==> src/rtl/mc_ctrl_pkg.sv <==
`default_nettype none
// ============================================================================
//  Module      : mc_ctrl_pkg
//  Description : Shared types and encodings for the multicycle MIPS control
//                sequencer: FSM state enum, instruction classes, opcode and
//                funct constants, and the ALU / next-PC / extender encodings.
//  Revision    : 1.0 - initial release
// ============================================================================
package mc_ctrl_pkg;

    // Sequencer states; FETCH is the reset state and must encode as zero.
    typedef enum logic [3:0] {
        FETCH  = 4'd0,
        DECODE = 4'd1,
        EXE    = 4'd2,
        ALUWB  = 4'd3,
        MADR   = 4'd4,
        MRD    = 4'd5,
        MWB    = 4'd6,
        MWR    = 4'd7,
        BR     = 4'd8,
        JMP    = 4'd9
    } state_t;

    // Instruction classes produced by the decoder.
    typedef enum logic [2:0] {
        CLS_RTYPE   = 3'd0,
        CLS_ALUI    = 3'd1,
        CLS_LOAD    = 3'd2,
        CLS_STORE   = 3'd3,
        CLS_BRANCH  = 3'd4,
        CLS_JUMP    = 3'd5,
        CLS_ILLEGAL = 3'd6
    } instr_class_t;

    // Opcodes (IR[31:26])
    localparam logic [5:0] c_OP_RTYPE = 6'b000000;
    localparam logic [5:0] c_OP_ADDI  = 6'b001000;
    localparam logic [5:0] c_OP_ORI   = 6'b001101;
    localparam logic [5:0] c_OP_LUI   = 6'b001111;
    localparam logic [5:0] c_OP_LW    = 6'b100011;
    localparam logic [5:0] c_OP_SW    = 6'b101011;
    localparam logic [5:0] c_OP_BEQ   = 6'b000100;
    localparam logic [5:0] c_OP_BNE   = 6'b000101;
    localparam logic [5:0] c_OP_J     = 6'b000010;

    // R-type funct codes (IR[5:0])
    localparam logic [5:0] c_FN_ADDU = 6'b100001;
    localparam logic [5:0] c_FN_SUBU = 6'b100011;
    localparam logic [5:0] c_FN_AND  = 6'b100100;
    localparam logic [5:0] c_FN_OR   = 6'b100101;
    localparam logic [5:0] c_FN_SLT  = 6'b101010;

    // ALUOp encoding
    localparam logic [2:0] c_ALU_ADD = 3'd0;
    localparam logic [2:0] c_ALU_SUB = 3'd1;
    localparam logic [2:0] c_ALU_AND = 3'd2;
    localparam logic [2:0] c_ALU_OR  = 3'd3;
    localparam logic [2:0] c_ALU_SLT = 3'd4;

    // NPCOp encoding
    localparam logic [1:0] c_NPC_PLUS4  = 2'd0;
    localparam logic [1:0] c_NPC_BRANCH = 2'd1;
    localparam logic [1:0] c_NPC_JUMP   = 2'd2;

    // ExtOp encoding
    localparam logic [1:0] c_EXT_ZERO = 2'd0;
    localparam logic [1:0] c_EXT_SIGN = 2'd1;
    localparam logic [1:0] c_EXT_LUI  = 2'd2;

endpackage : mc_ctrl_pkg
`default_nettype wire

==> src/rtl/mc_decode.sv <==
`default_nettype none
// ============================================================================
//  Module      : mc_decode
//  Description : Purely combinational instruction decoder. Classifies op/funct
//                and supplies the ALU and extender operations the instruction
//                needs, plus a flag distinguishing bne from beq.
//  Ports       : i_op[5:0]         opcode IR[31:26]
//                i_funct[5:0]      funct IR[5:0]
//                o_instrClass      instruction class
//                o_aluOp[2:0]      ALU operation for the instruction
//                o_extOp[1:0]      extender operation for the instruction
//                o_isBne           branch sense is "not equal"
//  Revision    : 1.0 - initial release
// ============================================================================
module mc_decode
    import mc_ctrl_pkg::*;
(
    input  logic [5:0]   i_op,
    input  logic [5:0]   i_funct,
    output instr_class_t o_instrClass,
    output logic [2:0]   o_aluOp,
    output logic [1:0]   o_extOp,
    output logic         o_isBne
);

    always_comb begin
        o_instrClass = CLS_ILLEGAL;
        o_aluOp      = c_ALU_ADD;
        o_extOp      = c_EXT_ZERO;
        o_isBne      = 1'b0;
        case (i_op)
            c_OP_RTYPE: begin
                o_instrClass = CLS_RTYPE;
                case (i_funct)
                    c_FN_ADDU: o_aluOp = c_ALU_ADD;
                    c_FN_SUBU: o_aluOp = c_ALU_SUB;
                    c_FN_AND:  o_aluOp = c_ALU_AND;
                    c_FN_OR:   o_aluOp = c_ALU_OR;
                    c_FN_SLT:  o_aluOp = c_ALU_SLT;
                    default:   o_instrClass = CLS_ILLEGAL;
                endcase
            end
            c_OP_ADDI: begin
                o_instrClass = CLS_ALUI;
                o_aluOp      = c_ALU_ADD;
                o_extOp      = c_EXT_SIGN;
            end
            c_OP_ORI: begin
                o_instrClass = CLS_ALUI;
                o_aluOp      = c_ALU_OR;
                o_extOp      = c_EXT_ZERO;
            end
            c_OP_LUI: begin
                // lui is rs($zero) OR (imm<<16); the base register field is 0.
                o_instrClass = CLS_ALUI;
                o_aluOp      = c_ALU_OR;
                o_extOp      = c_EXT_LUI;
            end
            c_OP_LW: begin
                o_instrClass = CLS_LOAD;
                o_aluOp      = c_ALU_ADD;
                o_extOp      = c_EXT_SIGN;
            end
            c_OP_SW: begin
                o_instrClass = CLS_STORE;
                o_aluOp      = c_ALU_ADD;
                o_extOp      = c_EXT_SIGN;
            end
            c_OP_BEQ: begin
                o_instrClass = CLS_BRANCH;
                o_aluOp      = c_ALU_SUB;
                o_extOp      = c_EXT_SIGN;
            end
            c_OP_BNE: begin
                o_instrClass = CLS_BRANCH;
                o_aluOp      = c_ALU_SUB;
                o_extOp      = c_EXT_SIGN;
                o_isBne      = 1'b1;
            end
            c_OP_J: begin
                o_instrClass = CLS_JUMP;
            end
            default: ;
        endcase
    end

endmodule : mc_decode
`default_nettype wire

==> src/rtl/mc_ctrl.sv <==
`default_nettype none
// ============================================================================
//  Module      : mc_ctrl
//  Description : Multicycle Moore control sequencer for the MIPS datapath.
//                Steps each instruction through fetch, decode, execute, memory
//                and write-back, driving datapath enables and selects.
//  Ports       : clk               system clock, rising edge
//                rst               synchronous reset, active low
//                op[5:0], funct[5:0] instruction fields from IR
//                zero              ALU zero flag
//                mem_ready         data memory handshake (MRD/MWR only)
//                PCWr, IRWr, RFWr, DMWr  datapath write enables
//                NPCOp[1:0], ALUSrcB, ALUOp[2:0], ExtOp[1:0], RegDst, Mem2R
//                                  datapath selects
//                illegal           one-cycle pulse on unsupported instruction
//                state[3:0]        current FSM state (debug)
//                instr_cnt[31:0]   retired instruction count
//  Revision    : 1.0 - initial release
// ============================================================================
module mc_ctrl
    import mc_ctrl_pkg::*;
(
    input  logic        clk,
    input  logic        rst,
    input  logic [5:0]  op,
    input  logic [5:0]  funct,
    input  logic        zero,
    input  logic        mem_ready,
    output logic        PCWr,
    output logic        IRWr,
    output logic        RFWr,
    output logic        DMWr,
    output logic [1:0]  NPCOp,
    output logic        ALUSrcB,
    output logic [2:0]  ALUOp,
    output logic [1:0]  ExtOp,
    output logic        RegDst,
    output logic        Mem2R,
    output logic        illegal,
    output logic [3:0]  state,
    output logic [31:0] instr_cnt
);

    state_t       r_state;
    logic [31:0]  r_instrCnt;

    instr_class_t w_class;
    logic [2:0]   w_aluOp;
    logic [1:0]   w_extOp;
    logic         w_isBne;

    logic         w_pcWr;
    logic         w_irWr;
    logic         w_rfWr;
    logic         w_dmWr;
    logic         w_illegal;

    mc_decode u_decode (
        .i_op         (op),
        .i_funct      (funct),
        .o_instrClass (w_class),
        .o_aluOp      (w_aluOp),
        .o_extOp      (w_extOp),
        .o_isBne      (w_isBne)
    );

    // State register and retire counter. Every path back to FETCH except
    // the illegal-instruction exit from DECODE retires one instruction.
    always_ff @(posedge clk) begin
        if (!rst) begin
            r_state    <= FETCH;
            r_instrCnt <= '0;
        end else begin
            case (r_state)
                FETCH:  r_state <= DECODE;
                DECODE: begin
                    case (w_class)
                        CLS_RTYPE, CLS_ALUI:  r_state <= EXE;
                        CLS_LOAD, CLS_STORE:  r_state <= MADR;
                        CLS_BRANCH:           r_state <= BR;
                        CLS_JUMP:             r_state <= JMP;
                        default:              r_state <= FETCH;
                    endcase
                end
                EXE:    r_state <= ALUWB;
                ALUWB: begin
                    r_state    <= FETCH;
                    r_instrCnt <= r_instrCnt + 32'd1;
                end
                MADR:   r_state <= (w_class == CLS_STORE) ? MWR : MRD;
                MRD: begin
                    if (mem_ready) r_state <= MWB;
                end
                MWB: begin
                    r_state    <= FETCH;
                    r_instrCnt <= r_instrCnt + 32'd1;
                end
                MWR: begin
                    // The store commits on the ready cycle; until then keep waiting.
                    if (mem_ready) begin
                        r_state    <= FETCH;
                        r_instrCnt <= r_instrCnt + 32'd1;
                    end
                end
                BR, JMP: begin
                    r_state    <= FETCH;
                    r_instrCnt <= r_instrCnt + 32'd1;
                end
                default: r_state <= FETCH;
            endcase
        end
    end

    // Moore outputs decoded from the current state (plus op/funct/zero).
    always_comb begin
        w_pcWr    = 1'b0;
        w_irWr    = 1'b0;
        w_rfWr    = 1'b0;
        w_dmWr    = 1'b0;
        w_illegal = 1'b0;
        NPCOp     = c_NPC_PLUS4;
        ALUSrcB   = 1'b0;
        ALUOp     = c_ALU_ADD;
        ExtOp     = c_EXT_ZERO;
        RegDst    = 1'b0;
        Mem2R     = 1'b0;
        case (r_state)
            FETCH: begin
                w_irWr = 1'b1;
                w_pcWr = 1'b1;
            end
            DECODE: begin
                w_illegal = (w_class == CLS_ILLEGAL);
            end
            EXE, ALUWB: begin
                // ALUWB keeps the EXE operand controls so the result is stable.
                ALUSrcB = (w_class != CLS_RTYPE);
                ALUOp   = w_aluOp;
                ExtOp   = w_extOp;
                if (r_state == ALUWB) begin
                    w_rfWr = 1'b1;
                    RegDst = (w_class == CLS_RTYPE);
                end
            end
            MADR, MRD, MWB, MWR: begin
                // Address computation base+signext(imm) held through the access.
                ALUSrcB = 1'b1;
                ExtOp   = c_EXT_SIGN;
                ALUOp   = c_ALU_ADD;
                if (r_state == MWB) begin
                    w_rfWr = 1'b1;
                    Mem2R  = 1'b1;
                end
                if (r_state == MWR) begin
                    w_dmWr = 1'b1;
                end
            end
            BR: begin
                ALUOp  = c_ALU_SUB;
                ExtOp  = c_EXT_SIGN;
                NPCOp  = c_NPC_BRANCH;
                w_pcWr = w_isBne ? ~zero : zero;
            end
            JMP: begin
                w_pcWr = 1'b1;
                NPCOp  = c_NPC_JUMP;
            end
            default: ;
        endcase
    end

    // Enables are suppressed combinationally while reset is asserted so no
    // datapath state changes before the FSM is back in FETCH.
    assign PCWr      = rst & w_pcWr;
    assign IRWr      = rst & w_irWr;
    assign RFWr      = rst & w_rfWr;
    assign DMWr      = rst & w_dmWr;
    assign illegal   = rst & w_illegal;
    assign state     = r_state;
    assign instr_cnt = r_instrCnt;

endmodule : mc_ctrl
`default_nettype wire

==> config.mk <==
export PLATFORM = sky130hd
export DESIGN_NAME = mc_ctrl
export DESIGN_NICKNAME = d
export VERILOG_FILES = /design/src/rtl/mc_ctrl_pkg.sv /design/src/rtl/mc_decode.sv /design/src/rtl/mc_ctrl.sv
export SDC_FILE = /design/constraint.sdc
export NUM_CORES = 1
export LEC_CHECK = 0
export ABC_AREA = 0
export CAP_MARGIN = 20
export CORE_MARGIN = 2
export CORE_UTILIZATION = 52
export CTS_CLUSTER_DIAMETER = 100
export CTS_CLUSTER_SIZE = 12
export DETAILED_ROUTE_END_ITERATION = 12
export GPL_TIMING_DRIVEN = 0
export MAX_ROUTING_LAYER = met4
export PLACE_DENSITY = 0.95
export SLEW_MARGIN = 20
export SYNTH_ARGS = -nofsm -noshare
export SYNTH_HDL_FRONTEND = slang
export SYNTH_SLANG_ARGS = --single-unit
==> constraint.sdc <==
create_clock -name clk -period 2.74 [get_ports clk]
set_clock_uncertainty 0.05 [all_clocks]
set_input_delay 0.274 -clock clk [delete_from_list [all_inputs] [get_ports clk]]
set_output_delay 0.274 -clock clk [all_outputs]
set_load 0.02 [all_outputs]
## Yosys cells after proc, flatten, opt, wreduce, memory -nomap -nowiden

Index checks and enable logic that the tools add are counted.

- Bits in registers: 36
- Latch bits: 0
- Bits in writable memories: 0
- ROM bits: 0
- Memories: 0

- Add/subtract/negate cells: 1
- Multipliers: 0
- Divide/modulo/power cells: 0
- $lt $le $gt $ge: 0
- Equal/unequal tests: 30
- Shifts and indexed selects: 0
- Multiplexer cells: 29
- Bitwise gates (word level): 6
- Reduce and logical (&&, ||, !) cells: 19

Operator list:

| operator | count |
|---|---|
| 32-bit one-hot mux with 2 select lines | 1 |
| 6-bit == test (second input constant) | 7 |
| 32-bit by 1-bit adder with 32-bit output (second input constant) | 1 |
| 32-bit two-way mux | 1 |
| 4-bit one-hot mux with 6 select lines | 1 |
| 6-bit by 4-bit == test with 1-bit output (second input constant) | 3 |
| 3-bit one-hot mux with 6 select lines | 1 |
| 4-bit by 3-bit == test with 1-bit output (second input constant) | 4 |
| 4-bit one-hot mux with 4 select lines | 1 |
| 5-bit OR reduction | 3 |
| 6-bit by 3-bit == test with 1-bit output (second input constant) | 2 |
| 2-bit one-hot mux with 2 select lines | 3 |
| 3-bit one-hot mux with 4 select lines | 1 |
| 2-bit OR reduction | 6 |
| 1-bit two-way mux | 11 |
| 3-bit == test (second input constant) | 3 |
| 3-bit one-hot mux with 3 select lines | 1 |
| 4-bit by 2-bit == test with 1-bit output (second input constant) | 2 |
| 4-bit == test (second input constant) | 2 |
| 4-bit two-way mux | 2 |
| 4-bit OR reduction | 2 |
| 3-bit by 2-bit == test with 1-bit output (second input constant) | 2 |
| 6-bit by 2-bit == test with 1-bit output (second input constant) | 1 |
| 6-bit logical NOT | 1 |
| 15 further kinds | 23 |

## Depth between registers and ports, before layout

Gate-level depths: netlist (run 1).

- Depth after elaboration: 8
- Depth in mapped cells: 6
- Mapped depth without buffers: 5

## Hierarchy

A second synthesis (run 1) with hierarchy kept.

- Cell total of the unflattened synthesis: 302
- Area, all modules: 2561.2 sq um

Modules (own cells, without submodules):

| module | instances | cells each | area each (sq um) | sequential area each (sq um) |
|---|---|---|---|---|
| mc_ctrl | 1 | 252 | 2209.6 | 720.7 |
| mc_decode | 1 | 50 | 351.6 | 0.0 |

## Least setup slack after synthesis (run 1)

No wires, ideal clock.

- Kind: in2out
- Start: in op[5]
- End: out PCWr
- Data arrival time: 2.383 ns
- Path slack: 0.033 ns
- Stages: 6
- Buffers on the path: 1
- Cells stage by stage: buf_2 -> or3_1 -> nor3_1 -> xor2_1 -> nor2_1 -> a2111oi_0

- Cells in the longest elaborated chain, start to end: 5

Ends and longest elaborated chain:

| what | RTL line | RTL |
|---|---|---|
| start: declaration | mc_ctrl.sv:25 | `input logic [5:0] op,` |
| 6-bit by 3-bit == test with 1-bit output | mc_decode.sv:31 | `case (i_op)` |
| 1-bit two-way mux | mc_decode.sv:31 |  |
| 1-bit two-way mux | mc_ctrl.sv:162 | `w_pcWr = w_isBne ? ~zero : zero;` |
| 1-bit one-hot mux with 2 select lines | mc_ctrl.sv:127 | `case (r_state)` |
| 1-bit AND | mc_ctrl.sv:174 | `assign PCWr = rst & w_pcWr;` |
| end: declaration | mc_ctrl.sv:29 | `output logic PCWr,` |

No other way between the ends.

## Final worst setup path (run 1)

- Start: in op[2]
- End: out illegal

- Cells in the longest elaborated chain, start to end: 6

Ends and longest elaborated chain:

| what | RTL line | RTL |
|---|---|---|
| 6-bit by 4-bit == test with 1-bit output / 6-bit by 3-bit == test with 1-bit output (equally long branches) | mc_decode.sv:31 |  |
| 3-bit OR reduction (no source line) / 2-bit OR reduction (equally long branches) | n/a |  |
| 3-bit one-hot mux with 6 select lines (*) | mc_decode.sv:31 |  |
| 3-bit == test (*) | mc_ctrl.sv:133 | `w_illegal = (w_class == CLS_ILLEGAL);` |
| 1-bit two-way mux (*) | mc_ctrl.sv:127 |  |
| 1-bit AND (*) | mc_ctrl.sv:178 | `assign illegal = rst & w_illegal;` |
| end: declaration | mc_ctrl.sv:39 | `output logic illegal,` |

Every way passes the cells marked *; elsewhere a longest branch is shown, timed or not.

==> results of run 1 <==
[power by group]
| group | internal [mW] | switching, mW |
|---|---|---|
| combinational | 0.0566 | 0.0760 |
| clock | 0.204 | 0.197 |
| sequential | 0.525 | 0.00206 |
[repair_timing]
action	CTS	global route
pin swaps	0	1
endpoints found under the setup margin	3	6
resized for setup	9	8
hold endpoints to repair	0	0
[layout by cell type (no fill, tap or decap), types with 11 or more instances in the layout]
| cell | netlist | routed |
|---|---|---|
| a21oi_1 | 27 | 27 |
| xnor2_1 | 11 | 11 |
| nand4_1 | 15 | 15 |
| clkbuf_1 | 11 | 11 |
| nor2_1 | 28 | 27 |
| nand2_1 | 27 | 27 |
| clkdlybuf4s50_1 | 0 | 61 |
| nand3_1 | 11 | 11 |
| o21ai_0 | 18 | 18 |
| inv_1 | 11 | 11 |
| dfxtp_1 | 36 | 36 |
| or3_1 | 12 | 11 |
[worst max-delay path, delay by kind of cell]
kind / cells / cell delay [ns]
compound gates: 3 / 0.69
buf+inv: 3 / 1.31
simple gates: 1 / 0.09
[through the flow]
step           instances  hold WS [ns]  total power, mW  util [%]  cell area, um2
6_report             438        0.2884            1.060     73.39            3196
2_1_floorplan        313        0.3418           0.6101         -            2354
3_5_place_dp         430        0.4433           0.6644     70.49            3069
4_1_cts              438        0.2746            1.057     72.67            3164
3_3_place_gp         430        0.4308           0.6610     70.49            3069
5_1_grt              438        0.3340            1.094     73.39            3196
[final cells by class]
type	count	area, um2
flip-flops and latches	36	720.7
inverters	11	41.29
repair buffers	65	649.4
multi-input cells	249	1543
clock inverters	1	7.507
clock buffers	7	86.33
fillers	339	1159
well taps	52	65.06
plain buffers	17	82.58
[worst min path at each step]
stage | to | cells past startpoint | from
detailed placement | instr_cnt[28] | 2 | instr_cnt[28]
floorplan | instr_cnt[26] | 1 | rst
finish | state[3] | 3 | op[1]
global route | state[3] | 3 | op[1]
CTS | state[3] | 3 | op[1]
global placement | instr_cnt[27] | 2 | instr_cnt[27]
[flip-flops by register name, summed over array words and instances (netlist names)]
register   cells
state          4
instr_cnt     32
[routing by layer]
metal	part of all wire, %	track usage (%)
met5	0	-
met4	2.1	11.95
met3	7.7	5.485
met2	49	44.86
met1	41	33.04
[cell families (layout without fill, tap and decap cells)]
| family | after synthesis | in the layout | synth area share [%] |
|---|---|---|---|
| adder cells (fa/ha/maj) | 1 | 1 | 0.5315 |
| buffers and inverters | 28 | 101 | 5.103 |
| flip-flops | 36 | 36 | 30.62 |
| AO/OA/AOI/OAI | 73 | 73 | 18.82 |
| multiplexers | 4 | 4 | 1.701 |
| XOR/XNOR | 14 | 14 | 5.210 |
| AND/OR/NAND/NOR | 157 | 157 | 38.01 |
==> summary.md, run 1 <==
| Metric | Value |
|---|---|
| Status | finished, final reports clean |
| Worst VDD drop | between 150 and 200 uV |
| Nets@finish | approximately 400 |
| Most frequent CP cell | clkdlybuf4s50_1 |
| Detailed-router iteration count before antenna repair | 5 |
| Via count of the first global-routing pass | ~2500 |
| RSZ-0062 raised after global routing | yes |
| Max_slew headroom | approximately 33% |
| Syn-to-layout area delta | 35.78% |
| Largest net degree at the start of global routing | 12 |
| Core box area | between 4000 and 5000 um2 |
| Cts hold-fix bufs | 0 |
| Tmin final | between 2 and 3 ns |
| Final Hold Fails | 0 |
| Antenna violations before repair | 0 |
| CP required | between 2 and 2.5 ns |
| Vias | 2797 |
| Setup Fix Bufs, Post-CTS | 0 |
| Critical path class | in -> out |
| Slowest cell on crit path | clkdlybuf4s50_1 |
| F_max | 372.3 MHz |
| Dominant synthesized flop cell | dfxtp_1 |
| Antenna-violating nets left | 0 |
| P per Cell Area | between 300 and 400 nW/um2 |
| Ant diodes | 0 |
| Gp weighted congestion | about 1 |
| Routed Wire Length | 6.830 mm |
| Biggest area consumer among synthesized cells | dfxtp_1 |
| Vias per cell | ~6.4 |
| Count leader, synth | dfxtp_1 |
| CTS clk-pin slew, worst paths | 0.07 ns |
| Synth Instances | about 310 |
| Largest stage delay on the critical path | ~0.55 ns |
| Port bufs | 65 |
| Setup TNS | 0 ns |
| Clock latency on the worst-skew pair | roughly 0.30 ns |
| Reg2Reg Depth | 6 |
| Sink Count | 36 |
| Final slew viol count | 0 |
| DR WL/cell | about 16 um |
| Final HPWL DP | ~5 mm |
| Hold WC Path Type | in -> reg |
| DIE AREA | 5080 um2 |
| End of the critical path | illegal |
| H-tree levels | 2 |
| Critical path origin | op[2] |
| Post-synthesis sequential area ratio | a little under a third |
| Synthesized area | 2354 um2 |
| Die Wd | about 71 um |
| Detailed-route DRC error count | 0 |
| Post-Place Setup Slack | -0.5674 ns |
| Worst R2R Start | state[0] |
| Worst-path maximum fanout | 10 |
| IO Count | 67 |
| Max-Cap Viols | 0 |
| Setup slack, reg-to-reg | roughly 0.52 ns |
| Post-synth EDFFs | 0 |
| Critical Path AT | ~2.4 ns |
| CTS max path bufs | 2 |
| Post-synth top cells | dfxtp_1 (36), nor2_1 (28), a21oi_1 (27), nand2_1 (27), o21ai_0 (18) |
| Worst slew pin tran | slightly below 1 ns |
| Row cnt | 24 |
| Yosys reg bits | 36 |
| Starting Density | 54.05% |
| Synth warnings | 0 |
| Worst setup EP type | output pin |
| Total gr overflow | 0 |
| Crit-path cells | clkdlybuf4s50_1 > clkbuf_2 > o21ai_0 > a211o_1 > a221oi_1 > nor2_1 > clkdlybuf4s50_1 |
| Number of buffers created by CTS | 5 |
| First-pass GRT wire length | 11.09 mm |
| Die Y-Extent | roughly 71 um |
| Finish-stage setup viols | 0 |
| Leakage Power | around 1.0 nW |
| Share of cells above drive strength 1 | 6.736% |
| Gr usage total | roughly 28% |
| Final Worst Setup Slack | roughly 0.054 ns |
| Mapped Nets | 330 |
| Area share of the largest cell type after synthesis | 30.62% |
| CTS tree | built |
| FFs w/ async S/R, synth | 0% |
| Count of cell types in the netlist | 48 |
| Top cells by area, synth | dfxtp_1 (31%), a21oi_1 (5.7%), nor2_1 (4.5%) |
| Final worst-path cycle share | a little over nine tenths |
| Crit path launch type | primary input |
| Root Driver | clkbuf_8 |
| Avg Inst Size Synth | between 7 and 8 um2 |
| RR Endpoint | instr_cnt[15] |
| DRT iter0 DRCs | 255 |
Power figures use the tool's default switching activity.
==> inputs of run 2 (changes only) <==
Settings changed: SKIP_CTS_REPAIR_TIMING set to 1.
==> run 2 against run 1 <==
Effect of this change:
- final cell count is the same
- via count shrank 0.18%
- register-to-register slack is essentially flat
- combinational power is essentially flat
- total power is essentially flat
- non-clock buffer count is the same
- maximum frequency grew 1.6%
- critical path depth grew 1
- critical path type unchanged
- largest cell class unchanged
- largest power group unchanged
==> summary.md, run 2 (synthesized netlist as in run 1, its figures left out) <==
| Metric | Value |
|---|---|
| Worst setup EP type | output pin |
| IO Count | 67 (unchanged) |
| Max_slew headroom | 34.41% (+1.2 points) |
| Logic pwr share | 12.5% (about the same) |
| Hold WS | 0.2903 ns (+0.001926 ns) |
| Total gr overflow | 0 (unchanged) |
| Hold WC Path Type | in -> reg |
| Die Y-Extent | 71.28 um (unchanged) |
| Post-Layout Inst Area | 3202 um2 (+0.20%) |
| Register area | 720.7 um2 (unchanged) |
| Syn-to-layout area delta | 36.04% |
| Final worst-path cycle share | 96.50% (-1.5 points) |
| CTS clk-pin slew, worst paths | 0.07 ns (about the same) |
| Routed Wire Length | 6.842 mm (+0.18%) |
| Finish-stage setup viols | 0 (unchanged) |
| Status | finished, final reports clean |
| CP required | 2.42 ns (about the same) |
| Gr usage total | 27.55% (+0.030 points) |
| Dpl cell area | 3069 um2 (unchanged) |
| H-tree levels | 2 (unchanged) |
| Most frequent CP cell | buf_2 |
| Critical path class | in -> out |
| Final Hold Fails | 0 (unchanged) |
| Worst VDD drop | 171.4 uV (+1.5%) |
| Antenna violations before repair | 0 (unchanged) |
| Sw frac | 25.95% (about the same) |
| Commonest non-fill, non-tap cell in the layout | clkdlybuf4s50_1 |
| Metal3 WL | 539 um (+3.1%) |
| Tmin final | 2.644 ns (-0.04233 ns) |
| Share of cells above drive strength 1 | 6.736% (unchanged) |
| Final slew viol count | 0 (unchanged) |
| Core box area | 4354 um2 (unchanged) |
| Detailed-router iteration count before antenna repair | 7 (+2) |
| DIE AREA | 5080 um2 (unchanged) |
| Leakage Power | 1.074 nW (+2.9%) |
| P per Cell Area | 331.2 nW/um2 (-0.17%) |
| Crit path launch type | primary input |
| Sw power | 275.1 uW (+0.12%) |
| Ant diodes | 0 (unchanged) |
| Largest net degree at the start of global routing | 12 (unchanged) |
| DR WL/cell | 15.62 um (+0.18%) |
| Max reg flops | 32 (unchanged) |
| Critical Path AT | 2.32 ns (-0.04 ns) |
| Met1 WL | 2.785 mm (-0.18%) |
| Length of routed met2 wiring | 3.386 mm (+0.47%) |
| Pint | 785.3 uW (about the same) |
| Port bufs | 65 (unchanged) |
| Via count of the first global-routing pass | 2442 (-0.41%) |
| Clock latency on the worst-skew pair | 0.30 ns (about the same) |
| Max-Cap Viols | 0 (unchanged) |
| Vias | 2792 (-0.18%) |
| CTS tree | built |
| Nets@finish | 402 (unchanged) |
| Clock power share | 37.9% (about the same) |
| Top sig layer | met4 |
| F_max | 378.2 MHz (+1.6%) |
| Row cnt | 24 (unchanged) |
| First-pass GRT wire length | 11.10 mm (+0.13%) |
| Sequential share of power | 49.7% (about the same) |
| Slowest cell on crit path | clkdlybuf4s50_1 |
| Antenna-violating nets left | 0 (unchanged) |
| DRT iter0 DRCs | 223 (-13%) |
| Crit-path cells | clkdlybuf4s50_1 > buf_2 > or3_4 > nor3_2 > xor2_1 > nor2_1 > a2111oi_2 > buf_2 |
| Final HPWL DP | 4.944 mm (unchanged) |
| CTS max path bufs | 2 (unchanged) |
| Detailed-route DRC error count | 0 (unchanged) |
| Area of the multi-input gates | 1543 um2 (unchanged) |
| Number of buffers created by CTS | 5 (unchanged) |
| Worst slew pin tran | 0.9763 ns (-0.01746 ns) |
| Vias per cell | 6.374 (-0.18%) |
| Largest stage delay on the critical path | 0.41 ns (-0.14 ns) |
| Fillcell total | 337 (-0.59%) |
| Die Wd | 71.28 um (unchanged) |
| Sink Count | 36 (unchanged) |
| Root Driver | clkbuf_8 |
| Most frequent cells in the layout | clkdlybuf4s50_1 (60), dfxtp_1 (36), nand2_1 (27), nor2_1 (27), a21oi_1 (27) |
| Gp weighted congestion | 1.020 (unchanged) |
| Starting Density | 54.05% (unchanged) |
| Worst-path maximum fanout | 10 (unchanged) |
[run 2: cell count changes in the layout (fill, tap and decap cells not counted), sizes merged]
cell / previous run / this run
buf: 6 / 7
clkbuf: 19 / 18
clkdlybuf4s50: 61 / 60
dlygate4sd2: 1 / 0
dlymetal6s2s: 2 / 4
[run 2: final timing paths]
check                start       endpoint  slack [ns]  depth (start not counted)
min                  op[1]       state[3]        0.29                          3
min reg2reg  instr_cnt[29]  instr_cnt[29]        0.45                          2
max                  op[5]           PCWr         0.1                          8
max reg2reg       state[0]  instr_cnt[15]        0.51                          6
[run 2: through the flow]
| stage | total power [mW] | setup slack [ns] | cells | setup TNS, ns | util, % |
|---|---|---|---|---|---|
| 2_1_floorplan | 0.6101 | 0.03348 | 313 | 0 | - |
| 3_5_place_dp | 0.6644 | -0.5674 | 430 | -0.6031 | 70.49 |
| 3_3_place_gp | 0.6610 | -0.5826 | 430 | -0.5826 | 70.49 |
| 6_report | 1.060 | 0.09597 | 438 | 0 | 73.53 |
| 4_1_cts | 1.057 | -0.5981 | 438 | -0.6356 | 72.64 |
| 5_1_grt | 1.094 | -0.1197 | 438 | -0.1273 | 73.53 |
[run 2: routing by layer]
layer  vias to the layer above  GRT usage (%)
li1                       1306              -
met1                      1302          33.13
met2                       164          44.86
met3                        20          5.485
met4                         0          11.95
met5                         -              -
[run 2: power by group through the flow]
stage / registers (mW) / logic [mW] / clock network, mW
floorplan: 0.540 / 0.0698 / 0
global placement: 0.539 / 0.122 / 0
detailed placement: 0.539 / 0.126 / 0
CTS: 0.527 / 0.126 / 0.404
global route: 0.527 / 0.143 / 0.424
finish: 0.527 / 0.132 / 0.401
[run 2: worst max-delay path: cells and delay by family]
family,cells,cell delay [ns]
buf+inv,3,0.82
simple gates,3,0.67
compound gates,1,0.36
xor+xnor,1,0.18
[run 2: layout make-up]
class,count,area share [%]
multi-input combinational,249,48.18
sequential,36,22.51
timing repair buffer,65,20.48
clock buffer,7,2.696
buffer,17,2.579
tap,52,2.032
inverter,11,1.290
clock inverter,1,0.2345
